===== config.mk =====
export PLATFORM = sky130hd
export DESIGN_NAME = btb_update_ctrl_flat
export DESIGN_NICKNAME = d
export VERILOG_FILES = /design/src/rtl/btb_update_ctrl_if.sv /design/src/rtl/btb_update_ctrl.sv /design/src/flat_wrapper.sv
export SDC_FILE = /design/constraint.sdc
export NUM_CORES = 1
export LEC_CHECK = 0
export ABC_AREA = 1
export CAP_MARGIN = 20
export CORE_UTILIZATION = 55
export CTS_BUF_LIST = sky130_fd_sc_hd__clkbuf_8
export DETAILED_ROUTE_END_ITERATION = 12
export PLACE_DENSITY = 0.86
export SYNTH_ARGS = -nofsm -noshare
export SYNTH_HDL_FRONTEND = slang
export SYNTH_SLANG_ARGS = --single-unit

===== constraint.sdc =====
create_clock -name i_clk -period 13.3 [get_ports i_clk]
set_clock_uncertainty 0.1 [all_clocks]
set_input_delay 2.66 -clock i_clk [delete_from_list [all_inputs] [get_ports i_clk]]
set_output_delay 2.66 -clock i_clk [all_outputs]
set_load 0.01 [all_outputs]

===== src/rtl/btb_update_ctrl_if.sv =====
// Fetch-prediction, execute-resolve and BTB-write/redirect signals of btb_update_ctrl.
// The slave modport is the controller; the master modport is the fetch/execute side.
interface btb_update_ctrl_if #(
   parameter int unsigned ADDR_WIDTH  = 64,
   parameter int unsigned INDEX_WIDTH = 2,
   parameter int unsigned BIA_WIDTH   = 60,
   parameter int unsigned N           = 4
);
   localparam int unsigned WAY_W = (N > 1) ? $clog2(N) : 1;

   logic                   i_pred_valid;
   logic [ADDR_WIDTH-1:0]  i_pred_pc;
   logic                   i_pred_hit;
   logic [WAY_W-1:0]       i_pred_way;
   logic [ADDR_WIDTH-1:0]  i_pred_target;
   logic                   o_pred_ready;

   logic                   i_res_valid;
   logic                   i_res_is_branch;
   logic                   i_res_taken;
   logic [ADDR_WIDTH-1:0]  i_res_target;

   logic                   o_branch_taken;
   logic [ADDR_WIDTH-1:0]  o_target_addr;
   logic [WAY_W-1:0]       o_way_write;
   logic [BIA_WIDTH-1:0]   o_bia_write;
   logic [INDEX_WIDTH-1:0] o_index_write;
   logic                   o_redirect;
   logic [ADDR_WIDTH-1:0]  o_redirect_pc;
   logic [15:0]            o_mispredict_cnt;
   logic                   o_underflow;

   modport slave (
      input  i_pred_valid, i_pred_pc, i_pred_hit, i_pred_way, i_pred_target,
      output o_pred_ready,
      input  i_res_valid, i_res_is_branch, i_res_taken, i_res_target,
      output o_branch_taken, o_target_addr, o_way_write, o_bia_write, o_index_write,
      output o_redirect, o_redirect_pc, o_mispredict_cnt, o_underflow
   );

   modport master (
      output i_pred_valid, i_pred_pc, i_pred_hit, i_pred_way, i_pred_target,
      input  o_pred_ready,
      output i_res_valid, i_res_is_branch, i_res_taken, i_res_target,
      input  o_branch_taken, o_target_addr, o_way_write, o_bia_write, o_index_write,
      input  o_redirect, o_redirect_pc, o_mispredict_cnt, o_underflow
   );
endinterface


===== src/rtl/btb_update_ctrl.sv =====
// BTB update controller: queues fetch predictions, checks them at resolve time,
// writes the BTB on taken branches and pulses a redirect on mispredict.
module btb_update_ctrl #(
   parameter int unsigned ADDR_WIDTH  = 64,
   parameter int unsigned INDEX_WIDTH = 2,
   parameter int unsigned BIA_WIDTH   = 60,
   parameter int unsigned N           = 4,
   parameter int unsigned DEPTH       = 4
) (
   input logic              i_clk,
   input logic              i_arstn,
   btb_update_ctrl_if.slave bus
);
   localparam int unsigned WAY_W  = (N > 1) ? $clog2(N) : 1;
   localparam int unsigned PTR_W  = (DEPTH > 1) ? $clog2(DEPTH) : 1;
   localparam int unsigned IDX_LO = ADDR_WIDTH - BIA_WIDTH - INDEX_WIDTH;

   logic [ADDR_WIDTH-1:0]  r_q_pc  [DEPTH];
   logic                   r_q_hit [DEPTH];
   logic [WAY_W-1:0]       r_q_way [DEPTH];
   logic [ADDR_WIDTH-1:0]  r_q_tgt [DEPTH];
   logic [PTR_W-1:0]       r_wptr;
   logic [PTR_W-1:0]       r_rptr;
   logic [PTR_W:0]         r_count;

   logic                   r_branch_taken;
   logic [ADDR_WIDTH-1:0]  r_target_addr;
   logic [WAY_W-1:0]       r_way_write;
   logic [BIA_WIDTH-1:0]   r_bia_write;
   logic [INDEX_WIDTH-1:0] r_index_write;
   logic                   r_redirect;
   logic [ADDR_WIDTH-1:0]  r_redirect_pc;
   logic [15:0]            r_mispredict_cnt;
   logic                   r_underflow;

   logic                   w_full;
   logic                   w_empty;
   logic                   w_ready;
   logic                   w_push;
   logic                   w_pop;
   logic [ADDR_WIDTH-1:0]  w_head_pc;
   logic                   w_head_hit;
   logic [WAY_W-1:0]       w_head_way;
   logic [ADDR_WIDTH-1:0]  w_head_tgt;
   logic [ADDR_WIDTH-1:0]  w_seq_pc;
   logic [ADDR_WIDTH-1:0]  w_pred_next;
   logic [ADDR_WIDTH-1:0]  w_act_next;
   logic                   w_res_taken;
   logic                   w_misp;
   logic                   w_write;

   always_comb begin
      w_full      = (r_count == (PTR_W+1)'(DEPTH));
      w_empty     = (r_count == '0);
      w_ready     = !w_full && !r_redirect;
      w_push      = bus.i_pred_valid && w_ready;
      w_pop       = bus.i_res_valid && !w_empty;
      w_head_pc   = r_q_pc[r_rptr];
      w_head_hit  = r_q_hit[r_rptr];
      w_head_way  = r_q_way[r_rptr];
      w_head_tgt  = r_q_tgt[r_rptr];
      w_seq_pc    = w_head_pc + ADDR_WIDTH'(4);
      w_pred_next = w_head_hit ? w_head_tgt : w_seq_pc;
      w_res_taken = bus.i_res_is_branch && bus.i_res_taken;
      w_act_next  = w_res_taken ? bus.i_res_target : w_seq_pc;
      w_misp      = w_pop && (w_pred_next != w_act_next);
      w_write     = w_pop && w_res_taken;
   end

   // Entry storage needs no reset: validity is carried by the pointers and count.
   always_ff @(posedge i_clk) begin
      if (w_push && !w_misp) begin
         r_q_pc[r_wptr]  <= bus.i_pred_pc;
         r_q_hit[r_wptr] <= bus.i_pred_hit;
         r_q_way[r_wptr] <= bus.i_pred_way;
         r_q_tgt[r_wptr] <= bus.i_pred_target;
      end
   end

   always_ff @(posedge i_clk) begin
      if (!i_arstn) begin
         r_wptr           <= '0;
         r_rptr           <= '0;
         r_count          <= '0;
         r_branch_taken   <= 1'b0;
         r_target_addr    <= '0;
         r_way_write      <= '0;
         r_bia_write      <= '0;
         r_index_write    <= '0;
         r_redirect       <= 1'b0;
         r_redirect_pc    <= '0;
         r_mispredict_cnt <= '0;
         r_underflow      <= 1'b0;
      end else begin
         // A mispredict flushes every younger entry, including one pushed this cycle.
         if (w_misp) begin
            r_wptr  <= '0;
            r_rptr  <= '0;
            r_count <= '0;
         end else begin
            if (w_push) r_wptr <= r_wptr + 1'b1;
            if (w_pop)  r_rptr <= r_rptr + 1'b1;
            case ({w_push, w_pop})
               2'b10:   r_count <= r_count + 1'b1;
               2'b01:   r_count <= r_count - 1'b1;
               default: r_count <= r_count;
            endcase
         end

         r_branch_taken <= w_write;
         if (w_write) begin
            r_target_addr <= bus.i_res_target;
            r_way_write   <= w_head_way;
            r_bia_write   <= w_head_pc[ADDR_WIDTH-1 -: BIA_WIDTH];
            r_index_write <= w_head_pc[IDX_LO +: INDEX_WIDTH];
         end

         r_redirect <= w_misp;
         if (w_misp) begin
            r_redirect_pc <= w_act_next;
            if (r_mispredict_cnt != '1) r_mispredict_cnt <= r_mispredict_cnt + 16'd1;
         end

         if (bus.i_res_valid && w_empty) r_underflow <= 1'b1;
      end
   end

   assign bus.o_pred_ready     = w_ready;
   assign bus.o_branch_taken   = r_branch_taken;
   assign bus.o_target_addr    = r_target_addr;
   assign bus.o_way_write      = r_way_write;
   assign bus.o_bia_write      = r_bia_write;
   assign bus.o_index_write    = r_index_write;
   assign bus.o_redirect       = r_redirect;
   assign bus.o_redirect_pc    = r_redirect_pc;
   assign bus.o_mispredict_cnt = r_mispredict_cnt;
   assign bus.o_underflow      = r_underflow;
endmodule


===== src/flat_wrapper.sv =====
// flat-port wrapper written by rule: the top's interface ports become plain ports
module btb_update_ctrl_flat 
#(
   parameter int unsigned ADDR_WIDTH  = 64,
   parameter int unsigned INDEX_WIDTH = 2,
   parameter int unsigned BIA_WIDTH   = 60,
   parameter int unsigned N           = 4,
   parameter int unsigned DEPTH       = 4
)
  (i_clk, i_arstn, bus_i_pred_valid, bus_i_pred_pc, bus_i_pred_hit, bus_i_pred_way, bus_i_pred_target, bus_o_pred_ready, bus_i_res_valid, bus_i_res_is_branch, bus_i_res_taken, bus_i_res_target, bus_o_branch_taken, bus_o_target_addr, bus_o_way_write, bus_o_bia_write, bus_o_index_write, bus_o_redirect, bus_o_redirect_pc, bus_o_mispredict_cnt, bus_o_underflow);
  btb_update_ctrl_if #(.ADDR_WIDTH(ADDR_WIDTH), .INDEX_WIDTH(INDEX_WIDTH), .BIA_WIDTH(BIA_WIDTH), .N(N)) bus_i ();
  input logic i_clk;
  input logic i_arstn;
  input wire logic [$bits(bus_i.i_pred_valid)-1:0] bus_i_pred_valid;
  input wire logic [$bits(bus_i.i_pred_pc)-1:0] bus_i_pred_pc;
  input wire logic [$bits(bus_i.i_pred_hit)-1:0] bus_i_pred_hit;
  input wire logic [$bits(bus_i.i_pred_way)-1:0] bus_i_pred_way;
  input wire logic [$bits(bus_i.i_pred_target)-1:0] bus_i_pred_target;
  output wire logic [$bits(bus_i.o_pred_ready)-1:0] bus_o_pred_ready;
  input wire logic [$bits(bus_i.i_res_valid)-1:0] bus_i_res_valid;
  input wire logic [$bits(bus_i.i_res_is_branch)-1:0] bus_i_res_is_branch;
  input wire logic [$bits(bus_i.i_res_taken)-1:0] bus_i_res_taken;
  input wire logic [$bits(bus_i.i_res_target)-1:0] bus_i_res_target;
  output wire logic [$bits(bus_i.o_branch_taken)-1:0] bus_o_branch_taken;
  output wire logic [$bits(bus_i.o_target_addr)-1:0] bus_o_target_addr;
  output wire logic [$bits(bus_i.o_way_write)-1:0] bus_o_way_write;
  output wire logic [$bits(bus_i.o_bia_write)-1:0] bus_o_bia_write;
  output wire logic [$bits(bus_i.o_index_write)-1:0] bus_o_index_write;
  output wire logic [$bits(bus_i.o_redirect)-1:0] bus_o_redirect;
  output wire logic [$bits(bus_i.o_redirect_pc)-1:0] bus_o_redirect_pc;
  output wire logic [$bits(bus_i.o_mispredict_cnt)-1:0] bus_o_mispredict_cnt;
  output wire logic [$bits(bus_i.o_underflow)-1:0] bus_o_underflow;
  assign bus_i.i_pred_valid = bus_i_pred_valid;
  assign bus_i.i_pred_pc = bus_i_pred_pc;
  assign bus_i.i_pred_hit = bus_i_pred_hit;
  assign bus_i.i_pred_way = bus_i_pred_way;
  assign bus_i.i_pred_target = bus_i_pred_target;
  assign bus_o_pred_ready = bus_i.o_pred_ready;
  assign bus_i.i_res_valid = bus_i_res_valid;
  assign bus_i.i_res_is_branch = bus_i_res_is_branch;
  assign bus_i.i_res_taken = bus_i_res_taken;
  assign bus_i.i_res_target = bus_i_res_target;
  assign bus_o_branch_taken = bus_i.o_branch_taken;
  assign bus_o_target_addr = bus_i.o_target_addr;
  assign bus_o_way_write = bus_i.o_way_write;
  assign bus_o_bia_write = bus_i.o_bia_write;
  assign bus_o_index_write = bus_i.o_index_write;
  assign bus_o_redirect = bus_i.o_redirect;
  assign bus_o_redirect_pc = bus_i.o_redirect_pc;
  assign bus_o_mispredict_cnt = bus_i.o_mispredict_cnt;
  assign bus_o_underflow = bus_i.o_underflow;
  btb_update_ctrl #(.ADDR_WIDTH(ADDR_WIDTH), .INDEX_WIDTH(INDEX_WIDTH), .BIA_WIDTH(BIA_WIDTH), .N(N), .DEPTH(DEPTH)) u_core (.i_clk(i_clk), .i_arstn(i_arstn), .bus(bus_i));
endmodule

==> impl_metrics.csv <==
group,metric,value,unit
clock_tree,tritoncts_clock_tree,"built",
setup_path,crit_type,"reg2reg",
power,power_per_cell_area,195,nW/um^2
clock_tree,clk_root_buffer_cell,"sky130_fd_sc_hd__clkbuf_8",
drt,final_antenna_net_count,0,
timing,setup-tns-final,0,ns
drt,sum_of_routed_wire_length_over_all_layers,116000,um
placement,placement.cell_area,39000,sq um
run_status,run_status,"finished clean",
timing,report.final.slew_viol_count,0,
power,p_sw,3290,uW
hold_path,min_path_type,"reg2reg",
floorplan,num_io_pins,413,
clock_tree,clockBufferDepth,3,
floorplan,initial_core_util,55.7,%
setup_path,slack_of_the_worst_reg_to_reg_path,5.03,ns
drt,wl_per_cell,21.8,um
hold_path,timing.hold.worst.start,"u_core.bus.o_target_addr[57]$_SDFFE_PN0P_",
floorplan,floorplan.rows,91,
placement,post-place-ws,4.72,ns
timing,period_minus_slack,8.27,ns
synth,cell_taking_the_most_area_after_synthesis,"sky130_fd_sc_hd__edfxtp_1",
clock_tree,cts.repair_timing.setup_buffer_count,0,
synth,async_flop_share,0,%
final_layout,area_growth_syn_to_layout,19.8,%
final_layout,finish.net_count,4574,
synth,syn-mean-instance-area,8.60,sq um
grt,grt_usage,35.7,%
final_layout,drive_gt1_share,6.49,%
setup_path,arrival,8.53,ns
grt,wire_length_of_the_first_global_routing_pass,168000,um
timing,period_share,62.1,%
floorplan,floorplan.die.width,252,um
grt,number_of_global_route_vias_before_repair,28175,
drt,via_count,30688,
power,power.clock.fraction,23.2,%
floorplan,placeableCoreArea,61800,sq um
setup_path,timing.critical_path.to_type,"flip-flop",
synth,synth_seq_area_share,58.4,%
synth,synth_cells,4005,
timing,finalHoldViolCount,0,
placement,numPlacedInstances,5087,
synth,postSynthRegisterBits,744,
placement,gp_routability_congestion,1.04,
synth,netlist_top_cells_area,"sky130_fd_sc_hd__edfxtp_1 46%, sky130_fd_sc_hd__nand2_1 17%, sky130_fd_sc_hd__dfxtp_1 13%",
power,power.static_leakage,0.0168,uW
synth,post_synthesis_instance_area,34500,sq um
timing,max_clock_freq,0.121,GHz
grt,antenna_found_initial,10,
clock_tree,cts_sink_count,744,
timing,tightestPinTransition,1.03,ns
floorplan,die_area,63700,sq um
setup_path,cp.required,13.57,ns
drt,via_per_inst,5.78,
timing,hold_ws,0.369,ns
final_layout,fillCellCount,4697,
grt,grt_overflow,0,
placement,place.port_buffers,412,
floorplan,die_span_y,252,um
clock_tree,cts-resized-gates,0,
synth,postSynthNetCount,4214,
synth,ys_warn_count,0,
placement,detailed_place_hpwl,81500,um
final_layout,post-route-cell-area,41300,sq um
run,timing.max_cap.violations,0,
synth,yosys.area.top_type_share,45.7,%
setup_path,worst-path-max-fanout,115,
synth,synth_cell_type_count,46,
drt,drc_errors,0,
clock_tree,numCtsBuffers,113,
clock_tree,clkSlewWorstSetupHoldPaths,0.07,ns
timing,grt_setup_unrepaired,"no",
timing,timing.final.setup_violations,0,
power,p_int,4770,uW
power,pwr-share-seq,37.6,%
synth,top_flip_flop_cell_by_instance_count_after_synthesis,"sky130_fd_sc_hd__edfxtp_1",
synth,synth_enable_flop_cells,524,
timing,slew_headroom,31.0,%
drt,drt_iter0_drc,3917,
final_layout,fin_cells,5309,
power,vdd_ir_drop_max,0.105,mV
power,share_comb_of_total_power,39.2,%
clock_tree,clock_h_tree_levels,3,
synth,ys_top_cells_by_count,"1536 x sky130_fd_sc_hd__nand2_1, 524 x sky130_fd_sc_hd__edfxtp_1, 478 x sky130_fd_sc_hd__nand3_1, 287 x sky130_fd_sc_hd__nor2_1, 220 x sky130_fd_sc_hd__dfxtp_1",
clock_tree,worstSkewPairLatency,0.75,ns
setup_path,setup.worst_path.start_class,"flip-flop",
synth,post-synth-top-count-cell,"sky130_fd_sc_hd__nand2_1",
drt,drt_first_pass_iters,8,
timing,postLayoutSetupSlackWorst,5.03,ns
clock_tree,ctsHoldBuffers,0,
grt,grt_start_max_net_pins,116,
power,netSwitchingFraction,40.8,%
layer usage:
layer | global-route usage [%] | routed length, um | up-vias
met1 | 45.2 | 43200 | 14312
met3 | 7.15 | 11900 | 369
met2 | 56.6 | 53400 | 1867
met5 | 0 | 27 | -
met4 | 22.3 | 7320 | 4
li1 | - | - | 14136
area by class of cell:
cell class	instances	area [sq um]	share of cell area [%]
inverters	212	807	1.95
clock buffers	124	1710	4.13
diodes	7	17.5	0.0424
multi-input cells	2851	12600	30.6
well taps	837	1050	2.54
flip-flops and latches	744	20100	48.8
repair buffers	443	4370	10.6
clock inverters	91	562	1.36
power by group through the flow:
stage | registers (uW) | logic, uW | clock network [uW]
final | 3030 | 3160 | 1870
after global routing | 3050 | 3400 | 1980
after CTS | 3020 | 3090 | 1880
after detailed placement | 3070 | 3070 | 0
after global placement | 3060 | 3000 | 0
after floorplan | 3110 | 1920 | 0
kinds of logic (layout without fill, tap and decap cells):
| logic type | Yosys count | count (layout) | synth area share (%) |
|---|---|---|---|
| AND/OR/NAND/NOR | 2413 | 2413 | 29.0 |
| buffers and inverters | 410 | 870 | 5.07 |
| XOR/XNOR | 22 | 22 | 0.559 |
| other | 0 | 7 | 0 |
| flip-flops | 744 | 744 | 58.4 |
| adder cells (fa/ha/maj) | 8 | 8 | 0.312 |
| AO/OA/AOI/OAI | 408 | 408 | 6.65 |
placed cells by master (no fill, tap or decap), types with 3 or more instances in the layout:
master	instances
sky130_fd_sc_hd__a32o_1	8
sky130_fd_sc_hd__edfxtp_1	524
sky130_fd_sc_hd__dfxtp_1	218
sky130_fd_sc_hd__nor2_2	19
sky130_fd_sc_hd__clkinv_1	17
sky130_fd_sc_hd__inv_1	237
sky130_fd_sc_hd__clkbuf_8	124
sky130_fd_sc_hd__or2_2	39
sky130_fd_sc_hd__nand2_2	5
sky130_fd_sc_hd__nor2_4	13
sky130_fd_sc_hd__o21ai_1	10
sky130_fd_sc_hd__clkinv_2	26
sky130_fd_sc_hd__xnor2_1	4
sky130_fd_sc_hd__bufinv_16	5
sky130_fd_sc_hd__nand2_4	4
sky130_fd_sc_hd__a32oi_1	38
sky130_fd_sc_hd__diode_2	7
sky130_fd_sc_hd__nor2_1	282
sky130_fd_sc_hd__o22ai_1	11
sky130_fd_sc_hd__inv_2	6
sky130_fd_sc_hd__xor2_1	18
sky130_fd_sc_hd__nand3_1	478
sky130_fd_sc_hd__nor3_1	11
sky130_fd_sc_hd__nand4_1	20
sky130_fd_sc_hd__a22oi_1	8
sky130_fd_sc_hd__a21oi_1	129
sky130_fd_sc_hd__and2_1	3
sky130_fd_sc_hd__clkinvlp_4	4
sky130_fd_sc_hd__inv_6	4
sky130_fd_sc_hd__nand2_1	1534
sky130_fd_sc_hd__o21ai_0	193
sky130_fd_sc_hd__buf_4	30
sky130_fd_sc_hd__clkdlybuf4s50_1	411
sky130_fd_sc_hd__ha_1	7
path summary, 6_finish.rpt:
path	endpoint	cells past startpoint
worst max register to register	u_core.r_q_tgt[2][2]$_DFFE_PP_	25
worst max-delay path	u_core.r_q_tgt[2][2]$_DFFE_PP_	25
worst min-delay path	u_core.bus.o_target_addr[57]$_SDFFE_PN0P_	2
worst min register to register	u_core.bus.o_target_addr[57]$_SDFFE_PN0P_	2
sequential cells by signal, summed over array words and instances (netlist names), named ones only:
signal,count
u_core.r_q_pc,256
u_core.r_q_tgt,256
u_core.bus.o_redirect_pc,64
u_core.bus.o_target_addr,64
u_core.bus.o_bia_write,60
u_core.bus.o_mispredict_cnt,16
u_core.r_q_way,8
u_core.r_q_hit,4
u_core.r_count,3
u_core.bus.o_index_write,2
u_core.bus.o_way_write,2
u_core.r_rptr,2
u_core.r_wptr,2
u_core.bus.o_branch_taken,1
u_core.bus.o_redirect,1
u_core.bus.o_underflow,1
worst max-delay path, cell delays in order, from the launching register on:
cell and delay [ns]:
sky130_fd_sc_hd__dfxtp_4 0.50, sky130_fd_sc_hd__inv_6 0.59, sky130_fd_sc_hd__buf_4 0.75, sky130_fd_sc_hd__nand2_1 0.11
sky130_fd_sc_hd__nand3_1 0.10, sky130_fd_sc_hd__nand2_1 0.32, sky130_fd_sc_hd__inv_1 0.22, sky130_fd_sc_hd__nand2_1 0.12
sky130_fd_sc_hd__nor2_1 0.29, sky130_fd_sc_hd__nand2_1 0.09, sky130_fd_sc_hd__nor2_1 0.35, sky130_fd_sc_hd__nand2_1 0.31
sky130_fd_sc_hd__o21bai_2 0.37, sky130_fd_sc_hd__nand2_1 0.12, sky130_fd_sc_hd__nand2_1 0.07, sky130_fd_sc_hd__nand2_1 0.08
sky130_fd_sc_hd__nand2_1 0.06, sky130_fd_sc_hd__nand3_1 0.07, sky130_fd_sc_hd__nor2_1 0.08, sky130_fd_sc_hd__nand2_1 0.12
sky130_fd_sc_hd__nor2_2 0.22, sky130_fd_sc_hd__nand3_2 0.49, sky130_fd_sc_hd__nand2_4 0.25, sky130_fd_sc_hd__nand3_2 0.23
sky130_fd_sc_hd__nor2_4 0.82, sky130_fd_sc_hd__buf_4 0.80
metrics by stage:
stage	utilization (%)	power [uW]
3_5_place_dp	63.1	6140
3_3_place_gp	63.0	6060
4_1_cts	66.7	7990
2_1_floorplan	-	5030
5_1_grt	66.8	8440
6_report	66.8	8060
Power figures use the tool's default switching activity.
